## config.mk

```make
export PLATFORM = sky130hd
export DESIGN_NAME = dma_channel_sched_flat
export DESIGN_NICKNAME = d
export VERILOG_FILES = /design/src/rtl/dma_channel_sched_pkg.sv /design/src/rtl/dma_channel_sched_if.sv /design/src/rtl/dma_channel_sched_rr_arbiter.sv /design/src/rtl/dma_channel_sched.sv /design/src/flat_wrapper.sv
export SDC_FILE = /design/constraint.sdc
export NUM_CORES = 1
export LEC_CHECK = 0
export BUFFER_PORTS_ARGS = -buffer_cell sky130_fd_sc_hd__buf_4
export CAP_MARGIN = 15
export CORE_AREA = 2 2 356 358
export DETAILED_ROUTE_END_ITERATION = 8
export DIE_AREA = 0 0 358 360
export GPL_ROUTABILITY_DRIVEN = 0
export MAX_ROUTING_LAYER = met4
export PLACE_DENSITY = 0.3
export REMOVE_ABC_BUFFERS = 1
export SLEW_MARGIN = 20
export SYNTH_ARGS = -nofsm -noshare
export SYNTH_HDL_FRONTEND = slang
export SYNTH_SLANG_ARGS = --single-unit
```

## constraint.sdc

```tcl
create_clock -name clk_i -period 13.59 [get_ports clk_i]
set_input_delay 0.6795 -clock clk_i [delete_from_list [all_inputs] [get_ports clk_i]]
set_output_delay 0.6795 -clock clk_i [all_outputs]
set_load 0.03 [all_outputs]
```

## src/rtl/dma_channel_sched_pkg.sv

```systemverilog
// Shared types and constants for the multi-channel DMA front end.
package dma_sched_pkg;

    typedef enum logic [2:0] {
        StIdle,
        StIssue,
        StWait,
        StAck,
        StRetire,
        StHalt
    } state_e;

    typedef enum logic [2:0] {
        StatusOk        = 3'd0,
        StatusLoadDeny  = 3'd1,
        StatusStoreDeny = 3'd2,
        StatusTimeout   = 3'd3,
        StatusBadDesc   = 3'd4
    } status_e;

    localparam int unsigned ADDR_WIDTH  = 64;
    localparam int unsigned VALID_LOAD  = 1;
    localparam int unsigned VALID_STORE = 2;
    localparam int unsigned VALID_DONE  = 3;
    localparam logic [31:0] DMA_TRUE    = 32'h1;

    // A load denial masks whatever the store side reported.
    function automatic status_e status_from_valid(input logic load_ok, input logic store_ok);
        if (!load_ok) begin
            return StatusLoadDeny;
        end else if (!store_ok) begin
            return StatusStoreDeny;
        end
        return StatusOk;
    endfunction

endpackage

```

## src/rtl/dma_channel_sched_if.sv

```systemverilog
// Channel request/response and dma engine signals of the channel scheduler.
interface dma_channel_sched_if #(
    parameter int unsigned NUM_CH     = 4,
    parameter int unsigned DATA_WIDTH = 32
);
    logic [NUM_CH-1:0]                        req_i;
    logic [NUM_CH*DATA_WIDTH-1:0]             ch_length_i;
    logic [NUM_CH*dma_sched_pkg::ADDR_WIDTH-1:0] ch_src_addr_i;
    logic [NUM_CH*dma_sched_pkg::ADDR_WIDTH-1:0] ch_dst_addr_i;
    logic [NUM_CH-1:0]                        gnt_o;
    logic [NUM_CH-1:0]                        rsp_valid_o;
    logic [2:0]                               rsp_status_o;
    logic [DATA_WIDTH-1:0]                    dma_start_o;
    logic [DATA_WIDTH-1:0]                    dma_length_o;
    logic [31:0]                              dma_src_lsb_o;
    logic [31:0]                              dma_src_msb_o;
    logic [31:0]                              dma_dst_lsb_o;
    logic [31:0]                              dma_dst_msb_o;
    logic [DATA_WIDTH-1:0]                    dma_valid_i;
    logic [DATA_WIDTH-1:0]                    dma_done_o;

    modport master (
        output req_i, ch_length_i, ch_src_addr_i, ch_dst_addr_i, dma_valid_i,
        input  gnt_o, rsp_valid_o, rsp_status_o, dma_start_o, dma_length_o,
        input  dma_src_lsb_o, dma_src_msb_o, dma_dst_lsb_o, dma_dst_msb_o, dma_done_o
    );

    modport slave (
        input  req_i, ch_length_i, ch_src_addr_i, ch_dst_addr_i, dma_valid_i,
        output gnt_o, rsp_valid_o, rsp_status_o, dma_start_o, dma_length_o,
        output dma_src_lsb_o, dma_src_msb_o, dma_dst_lsb_o, dma_dst_msb_o, dma_done_o
    );
endinterface

```

## src/rtl/dma_channel_sched_rr_arbiter.sv

```systemverilog
// Combinational round-robin pick: first request at or after ptr_i, wrapping.
module rr_arbiter #(
    parameter int unsigned N    = 4,
    parameter int unsigned IdxW = (N > 1) ? $clog2(N) : 1
) (
    input  logic [N-1:0]    req_i,
    input  logic [IdxW-1:0] ptr_i,
    output logic [N-1:0]    gnt_o,
    output logic [IdxW-1:0] idx_o,
    output logic            valid_o
);

    logic [IdxW-1:0] cand;

    always_comb begin
        gnt_o   = '0;
        idx_o   = '0;
        valid_o = 1'b0;
        cand    = '0;
        for (int unsigned off = 0; off < N; off++) begin
            cand = IdxW'((32'(ptr_i) + off) % N);
            if (!valid_o && req_i[cand]) begin
                valid_o     = 1'b1;
                idx_o       = cand;
                gnt_o[cand] = 1'b1;
            end
        end
    end

endmodule

```

## src/rtl/dma_channel_sched.sv

```systemverilog
// Round-robin channel front end for a single dma engine: grant, validate, start/done
// sequencing and outcome classification. Every output is a register fed from next-state.
module dma_channel_sched
    import dma_sched_pkg::*;
#(
    parameter int unsigned NUM_CH         = 4,
    parameter int unsigned DATA_WIDTH     = 32,
    parameter int unsigned START_CYCLES   = 2,
    parameter int unsigned TIMEOUT_CYCLES = 1024
) (
    input  logic               clk_i,
    input  logic               rst_i,
    dma_channel_sched_if.slave bus,
    output logic               busy_o,
    output logic               err_o
);

    localparam int unsigned PtrW = (NUM_CH > 1) ? $clog2(NUM_CH) : 1;
    localparam int unsigned TmoW = $clog2(TIMEOUT_CYCLES) + 1;
    localparam int unsigned ScW  = $clog2(START_CYCLES + 1);

    state_e                  state_q, state_d;
    status_e                 status_q, status_d, rsp_status_q;
    logic [PtrW-1:0]         ptr_q, ptr_d;
    logic [TmoW-1:0]         tmo_q, tmo_d;
    logic [ScW-1:0]          scnt_q, scnt_d;
    logic [NUM_CH-1:0]       owner_q, owner_d, gnt_d, gnt_q, rsp_valid_q;
    logic [DATA_WIDTH-1:0]   len_q, len_d, dma_len_q;
    logic [ADDR_WIDTH-1:0]   src_q, src_d, dst_q, dst_d, dma_src_q, dma_dst_q;
    logic                    bad_q, bad_d;
    logic                    busy_q, err_q, start_q, done_q, drive, rsp_fire;

    logic [NUM_CH-1:0]       arb_gnt;
    logic [PtrW-1:0]         arb_idx;
    logic                    arb_valid;
    logic [DATA_WIDTH-1:0]   cand_len;
    logic [ADDR_WIDTH-1:0]   cand_src, cand_dst;
    logic                    unused_valid;

    rr_arbiter #(
        .N    (NUM_CH),
        .IdxW (PtrW)
    ) u_arb (
        .req_i   (bus.req_i),
        .ptr_i   (ptr_q),
        .gnt_o   (arb_gnt),
        .idx_o   (arb_idx),
        .valid_o (arb_valid)
    );

    assign cand_len     = bus.ch_length_i[arb_idx*DATA_WIDTH +: DATA_WIDTH];
    assign cand_src     = bus.ch_src_addr_i[arb_idx*ADDR_WIDTH +: ADDR_WIDTH];
    assign cand_dst     = bus.ch_dst_addr_i[arb_idx*ADDR_WIDTH +: ADDR_WIDTH];
    assign unused_valid = ^{bus.dma_valid_i[DATA_WIDTH-1:VALID_DONE+1], bus.dma_valid_i[0]};

    always_comb begin
        state_d  = state_q;
        status_d = status_q;
        ptr_d    = ptr_q;
        tmo_d    = tmo_q;
        scnt_d   = scnt_q;
        owner_d  = owner_q;
        len_d    = len_q;
        src_d    = src_q;
        dst_d    = dst_q;
        bad_d    = bad_q;
        gnt_d    = '0;
        unique case (state_q)
            StIdle: begin
                if (arb_valid) begin
                    gnt_d    = arb_gnt;
                    owner_d  = arb_gnt;
                    len_d    = cand_len;
                    src_d    = cand_src;
                    dst_d    = cand_dst;
                    bad_d    = (cand_len == '1) || (cand_src[2:0] != 3'b0)
                               || (cand_dst[2:0] != 3'b0);
                    status_d = bad_d ? StatusBadDesc : StatusOk;
                    ptr_d    = (arb_idx == PtrW'(NUM_CH - 1)) ? '0 : arb_idx + PtrW'(1);
                    scnt_d   = '0;
                    tmo_d    = '0;
                    state_d  = StIssue;
                end
            end
            StIssue: begin
                if (bad_q) begin
                    state_d = StRetire;
                end else if (scnt_q == ScW'(START_CYCLES - 1)) begin
                    state_d = StWait;
                end else begin
                    scnt_d = scnt_q + ScW'(1);
                end
            end
            StWait: begin
                if (bus.dma_valid_i[VALID_DONE]) begin
                    status_d = status_from_valid(bus.dma_valid_i[VALID_LOAD],
                                                 bus.dma_valid_i[VALID_STORE]);
                    state_d  = StAck;
                end else begin
                    tmo_d = tmo_q + TmoW'(1);
                    if (tmo_d == TmoW'(TIMEOUT_CYCLES)) begin
                        status_d = StatusTimeout;
                        state_d  = StHalt;
                    end
                end
            end
            StAck: begin
                if (!bus.dma_valid_i[VALID_DONE]) begin
                    state_d = StRetire;
                end
            end
            StRetire: state_d = StIdle;
            StHalt:   state_d = StHalt;
            default:  state_d = StIdle;
        endcase
    end

    // The timeout response fires once, on the WAIT->HALT transition.
    always_comb begin
        drive    = state_d inside {StIssue, StWait, StAck, StRetire};
        rsp_fire = (state_d == StRetire) || ((state_d == StHalt) && (state_q == StWait));
    end

    always_ff @(posedge clk_i) begin
        if (rst_i) begin
            state_q      <= StIdle;
            status_q     <= StatusOk;
            ptr_q        <= '0;
            tmo_q        <= '0;
            scnt_q       <= '0;
            owner_q      <= '0;
            len_q        <= '0;
            src_q        <= '0;
            dst_q        <= '0;
            bad_q        <= 1'b0;
            gnt_q        <= '0;
            rsp_valid_q  <= '0;
            rsp_status_q <= StatusOk;
            busy_q       <= 1'b0;
            err_q        <= 1'b0;
            start_q      <= 1'b0;
            done_q       <= 1'b0;
            dma_len_q    <= '0;
            dma_src_q    <= '0;
            dma_dst_q    <= '0;
        end else begin
            state_q      <= state_d;
            status_q     <= status_d;
            ptr_q        <= ptr_d;
            tmo_q        <= tmo_d;
            scnt_q       <= scnt_d;
            owner_q      <= owner_d;
            len_q        <= len_d;
            src_q        <= src_d;
            dst_q        <= dst_d;
            bad_q        <= bad_d;
            gnt_q        <= gnt_d;
            rsp_valid_q  <= rsp_fire ? owner_d : '0;
            rsp_status_q <= rsp_fire ? status_d : StatusOk;
            busy_q       <= (state_d != StIdle);
            err_q        <= (state_d == StHalt);
            start_q      <= (state_d == StIssue) && !bad_d;
            done_q       <= (state_d == StAck);
            dma_len_q    <= drive ? len_d : '0;
            dma_src_q    <= drive ? src_d : '0;
            dma_dst_q    <= drive ? dst_d : '0;
        end
    end

    assign bus.gnt_o         = gnt_q;
    assign bus.rsp_valid_o   = rsp_valid_q;
    assign bus.rsp_status_o  = rsp_status_q;
    assign bus.dma_start_o   = start_q ? DMA_TRUE : '0;
    assign bus.dma_done_o    = done_q ? DMA_TRUE : '0;
    assign bus.dma_length_o  = dma_len_q;
    assign bus.dma_src_lsb_o = dma_src_q[31:0];
    assign bus.dma_src_msb_o = dma_src_q[63:32];
    assign bus.dma_dst_lsb_o = dma_dst_q[31:0];
    assign bus.dma_dst_msb_o = dma_dst_q[63:32];
    assign busy_o            = busy_q;
    assign err_o             = err_q;

endmodule

```

## src/flat_wrapper.sv

```systemverilog
// flat-port wrapper written by rule: the top's interface ports become plain ports
module dma_channel_sched_flat import dma_sched_pkg::*;
#(
    parameter int unsigned NUM_CH         = 4,
    parameter int unsigned DATA_WIDTH     = 32,
    parameter int unsigned START_CYCLES   = 2,
    parameter int unsigned TIMEOUT_CYCLES = 1024
)
  (clk_i, rst_i, busy_o, err_o, bus_req_i, bus_ch_length_i, bus_ch_src_addr_i, bus_ch_dst_addr_i, bus_dma_valid_i, bus_gnt_o, bus_rsp_valid_o, bus_rsp_status_o, bus_dma_start_o, bus_dma_length_o, bus_dma_src_lsb_o, bus_dma_src_msb_o, bus_dma_dst_lsb_o, bus_dma_dst_msb_o, bus_dma_done_o);
  dma_channel_sched_if #(.NUM_CH(NUM_CH), .DATA_WIDTH(DATA_WIDTH)) bus_i ();
  input  logic clk_i;
  input  logic rst_i;
  output logic busy_o;
  output logic err_o;
  input wire logic [$bits(bus_i.req_i)-1:0] bus_req_i;
  input wire logic [$bits(bus_i.ch_length_i)-1:0] bus_ch_length_i;
  input wire logic [$bits(bus_i.ch_src_addr_i)-1:0] bus_ch_src_addr_i;
  input wire logic [$bits(bus_i.ch_dst_addr_i)-1:0] bus_ch_dst_addr_i;
  input wire logic [$bits(bus_i.dma_valid_i)-1:0] bus_dma_valid_i;
  output wire logic [$bits(bus_i.gnt_o)-1:0] bus_gnt_o;
  output wire logic [$bits(bus_i.rsp_valid_o)-1:0] bus_rsp_valid_o;
  output wire logic [$bits(bus_i.rsp_status_o)-1:0] bus_rsp_status_o;
  output wire logic [$bits(bus_i.dma_start_o)-1:0] bus_dma_start_o;
  output wire logic [$bits(bus_i.dma_length_o)-1:0] bus_dma_length_o;
  output wire logic [$bits(bus_i.dma_src_lsb_o)-1:0] bus_dma_src_lsb_o;
  output wire logic [$bits(bus_i.dma_src_msb_o)-1:0] bus_dma_src_msb_o;
  output wire logic [$bits(bus_i.dma_dst_lsb_o)-1:0] bus_dma_dst_lsb_o;
  output wire logic [$bits(bus_i.dma_dst_msb_o)-1:0] bus_dma_dst_msb_o;
  output wire logic [$bits(bus_i.dma_done_o)-1:0] bus_dma_done_o;
  assign bus_i.req_i = bus_req_i;
  assign bus_i.ch_length_i = bus_ch_length_i;
  assign bus_i.ch_src_addr_i = bus_ch_src_addr_i;
  assign bus_i.ch_dst_addr_i = bus_ch_dst_addr_i;
  assign bus_i.dma_valid_i = bus_dma_valid_i;
  assign bus_gnt_o = bus_i.gnt_o;
  assign bus_rsp_valid_o = bus_i.rsp_valid_o;
  assign bus_rsp_status_o = bus_i.rsp_status_o;
  assign bus_dma_start_o = bus_i.dma_start_o;
  assign bus_dma_length_o = bus_i.dma_length_o;
  assign bus_dma_src_lsb_o = bus_i.dma_src_lsb_o;
  assign bus_dma_src_msb_o = bus_i.dma_src_msb_o;
  assign bus_dma_dst_lsb_o = bus_i.dma_dst_lsb_o;
  assign bus_dma_dst_msb_o = bus_i.dma_dst_msb_o;
  assign bus_dma_done_o = bus_i.dma_done_o;
  dma_channel_sched #(.NUM_CH(NUM_CH), .DATA_WIDTH(DATA_WIDTH), .START_CYCLES(START_CYCLES), .TIMEOUT_CYCLES(TIMEOUT_CYCLES)) u_core (.clk_i(clk_i), .rst_i(rst_i), .bus(bus_i), .busy_o(busy_o), .err_o(err_o));
endmodule
```

==> results.md <==
- Count of cell types in the netlist: between 60 and 70
- Worst vdd ir: 0.0002813 V
- Clock-pin slew on the worst setup and hold paths: around 0.060 ns
- Status: finished, final reports clean
- CP startpoint kind: flop
- Pin count of the biggest net entering global routing: roughly 140
- Highest Clock Rate: between 0.15 and 0.2 GHz
- Fraction of layout cells with a size suffix above 1: 0.3063
- Setup Buffers After CTS: 0
- Root Buffer: clkbuf_16
- Core area: approximately 120,000 µm²
- Final Max Tran Viols: 0
- Period Utilization, post-route: 0.4451
- Tot GR Track Use: 0.1498
- Synthesis-to-finish area growth: 51.91%
- Worst-Margin Slew: between 1 and 1.5 ns
- Initial DRC count: approximately 1,200
- Routed via count: approximately 20,000
- Die area: between 100,000 and 150,000 µm²
- Largest area contributor in the netlist: dfxtp_1
- Hold depth: 2
- WP data arrival: about 6.5 ns
- First-pass GRT wire length: about 140,000 µm
- Clock tree sinks: around 360
- Gr ovfl total: 0
- GR Util met2: 0.2552
- Ports: just over 900
- Vias per inst: approximately 4
- Worst-path maximum fanout: 61
- PwrDens: about 260 nW/µm²
- Vias in the first global route: slightly below 20,000
- Met1 GRT Util: 0.1782
- Tmin final: 6.049 ns
- Dpl ws: about 7.4 ns
- Seq/Total Area, Yosys: 0.4021
- Setup_tns: 0 ns
- Syn Area/Cell: about 7.4 µm²
- Top FF cell, synth: dfxtp_1
- Port Buffers: 823
- Top cells by area, synth: dfxtp_1 (40%), nand2_1 (13%), nor2_1 (8.1%)
- WS Path Type: flop to flop
- WL final: 99,440 µm
- Die W: roughly 360 µm
- Detailed placer's ending HPWL: between 70,000 and 80,000 µm
- Clock skew: between 0.02 and 0.025 ns
- Met3 Usage GRT: 0.03498
- LEAKAGE: approximately 12 nW
- Row count: 130
- Maxcap violations: 0
- Clk buf depth: 3
- Number of flops mapped to enable cells by yosys: 0
- Endpoints failing setup: 0
- GRT busiest layer: met2
- Min-delay worst type: flop to flop
- DR pass1 iterations: 6
- Gate Count Post-Synth: 2,429
- # DRC: 0
- CP Capture Type: flop
- Clk_lat worst skew: just over 0.6 ns
- Max_slew headroom: 0.3080
- Htree depth: 2
- Number of gates resized after CTS: 0
- Post-DRT Antenna Nets: 0
- Ys Warns: 0
- Die Height: about 360 µm
- Final Hold Viols: 0
- Synth top area share: 0.4021
- Initial Util: 0.1439
- R2R depth: 13
- Post-synthesis register bit count: around 360
- Final Worst Setup Slack: roughly 7.5 ns
- Worst EP required: ~14 ns
- Final #Nets: about 3,800
- Hold_buf cts: 0
- Synthesized area: ~18,000 µm²
- CTS tree: yes
- WL/cell: approximately 21 µm
- Ys async rst share: 0
- Initial antenna violation count: 6
- CTS buffer count: 50
- Unrepaired setup endpoints after global routing: no
report_power, final:
part           internal (W)  switching, W  total (W)  leakage (nW)
clock network      0.000881      0.000542    0.00142         0.869
logic               0.00130       0.00280    0.00410          8.28
registers           0.00136     0.0000862    0.00145          2.97
per-layer routing:
| layer | wire [µm] | vias to the layer above |
|---|---|---|
| met5 | 0 | - |
| met4 | 1638 | 0 |
| met3 | 7100 | 89 |
| met2 | 48950 | 684 |
| met1 | 41750 | 9426 |
| li1 | - | 9653 |
flip-flops by register name, summed over array words and instances (netlist names):
register and flops:
u_core.state_q 3, u_core.tmo_q 11, u_core.err_o 1, u_core.busy_o 1, u_core.owner_q 4, u_core.len_q 32
u_core.bus.gnt_o 4, u_core.status_q 3, u_core.bus.rsp_status_o 3, u_core.bus.dma_length_o 32, u_core.start_q 1, u_core.src_q 64
u_core.done_q 1, u_core.dma_dst_q 64, u_core.bus.rsp_valid_o 4, u_core.ptr_q 2, u_core.dma_src_q 64, u_core.bad_q 1
u_core.dst_q 64, u_core.scnt_q 2
cells in the final DEF (no fill, tap or decap), drive strengths merged, types with 14 or more instances in the layout:
master,count
buf,853
nand2,601
nor2,386
dfxtp,361
a21oi,190
a311oi,136
and3,130
clkbuf,70
conb,62
mux2i,42
nand3,33
a221o,27
nand3b,20
nor2b,20
nand4,17
inv,16
a221oi,14
final timing paths:
path / endpoint / startpoint / slack (ns)
setup / recovery: u_core.dma_dst_q[63] / u_core.ptr_q[0] / 7.54
hold / removal: u_core.scnt_q[1] / u_core.scnt_q[1] / 0.46
setup reg to reg: u_core.dma_dst_q[63] / u_core.ptr_q[0] / 7.54
hold reg to reg: u_core.scnt_q[1] / u_core.scnt_q[1] / 0.46
area by class of cell:
class / instances / area, µm²
tap: 1650 / 2064
multi-input combinational: 1842 / 9669
fill: 14180 / 97620
clock buffer: 69 / 1454
inverter: 14 / 52.55
antenna: 4 / 10.01
timing repair buffer: 854 / 6492
sequential: 361 / 7231
clock inverter: 24 / 326.6
through the flow:
step           utilization  cell area [µm²]  hold slack, ns  total power (W)  cells
6_report            0.2185            27300          0.4574         0.006968   4818
5_1_grt             0.2185            27300          0.4569         0.007549   4817
4_1_cts             0.2185            27290          0.4048         0.007180   4814
3_5_place_dp        0.2042            25510          0.4506         0.005693   4721
3_3_place_gp        0.2042            25510          0.4480         0.005700   4721
2_1_floorplan            -            16910          0.4258         0.004335   2217
worst max-delay path, stage by stage, from the launching register on:
cell	delay, ns
dfxtp_4	0.59
inv_1	0.07
buf_4	0.24
ha_1	0.59
mux4_2	0.71
or3_4	0.48
o211a_1	0.24
a311oi_1	0.46
nand2_1	0.11
a21oi_1	0.27
mux2i_4	0.64
buf_4	0.52
buf_4	0.70
nor2_1	0.14
cell families (layout without fill, tap and decap cells):
logic type,after synthesis,in the layout,synth area share
compound gates,469,469,0.1838
simple gates,1247,1247,0.2965
fa+ha+maj,6,6,0.004177
flops,361,361,0.4021
mux,57,57,0.03801
other cells,1,66,0.0002087
xor+xnor,1,1,0.0004875
buf+inv,287,961,0.07471
cell usage after synthesis (all sizes together), types with 14 or more instances:
cell    number
nand2      601
nor2       386
dfxtp      361
a21oi      190
clkbuf     177
a311oi     136
and3       130
buf         96
mux2i       42
nand3       33
a221o       27
nand3b      20
nor2b       20
nand4       17
a221oi      14
inv         14
Power figures use the tool's default switching activity.
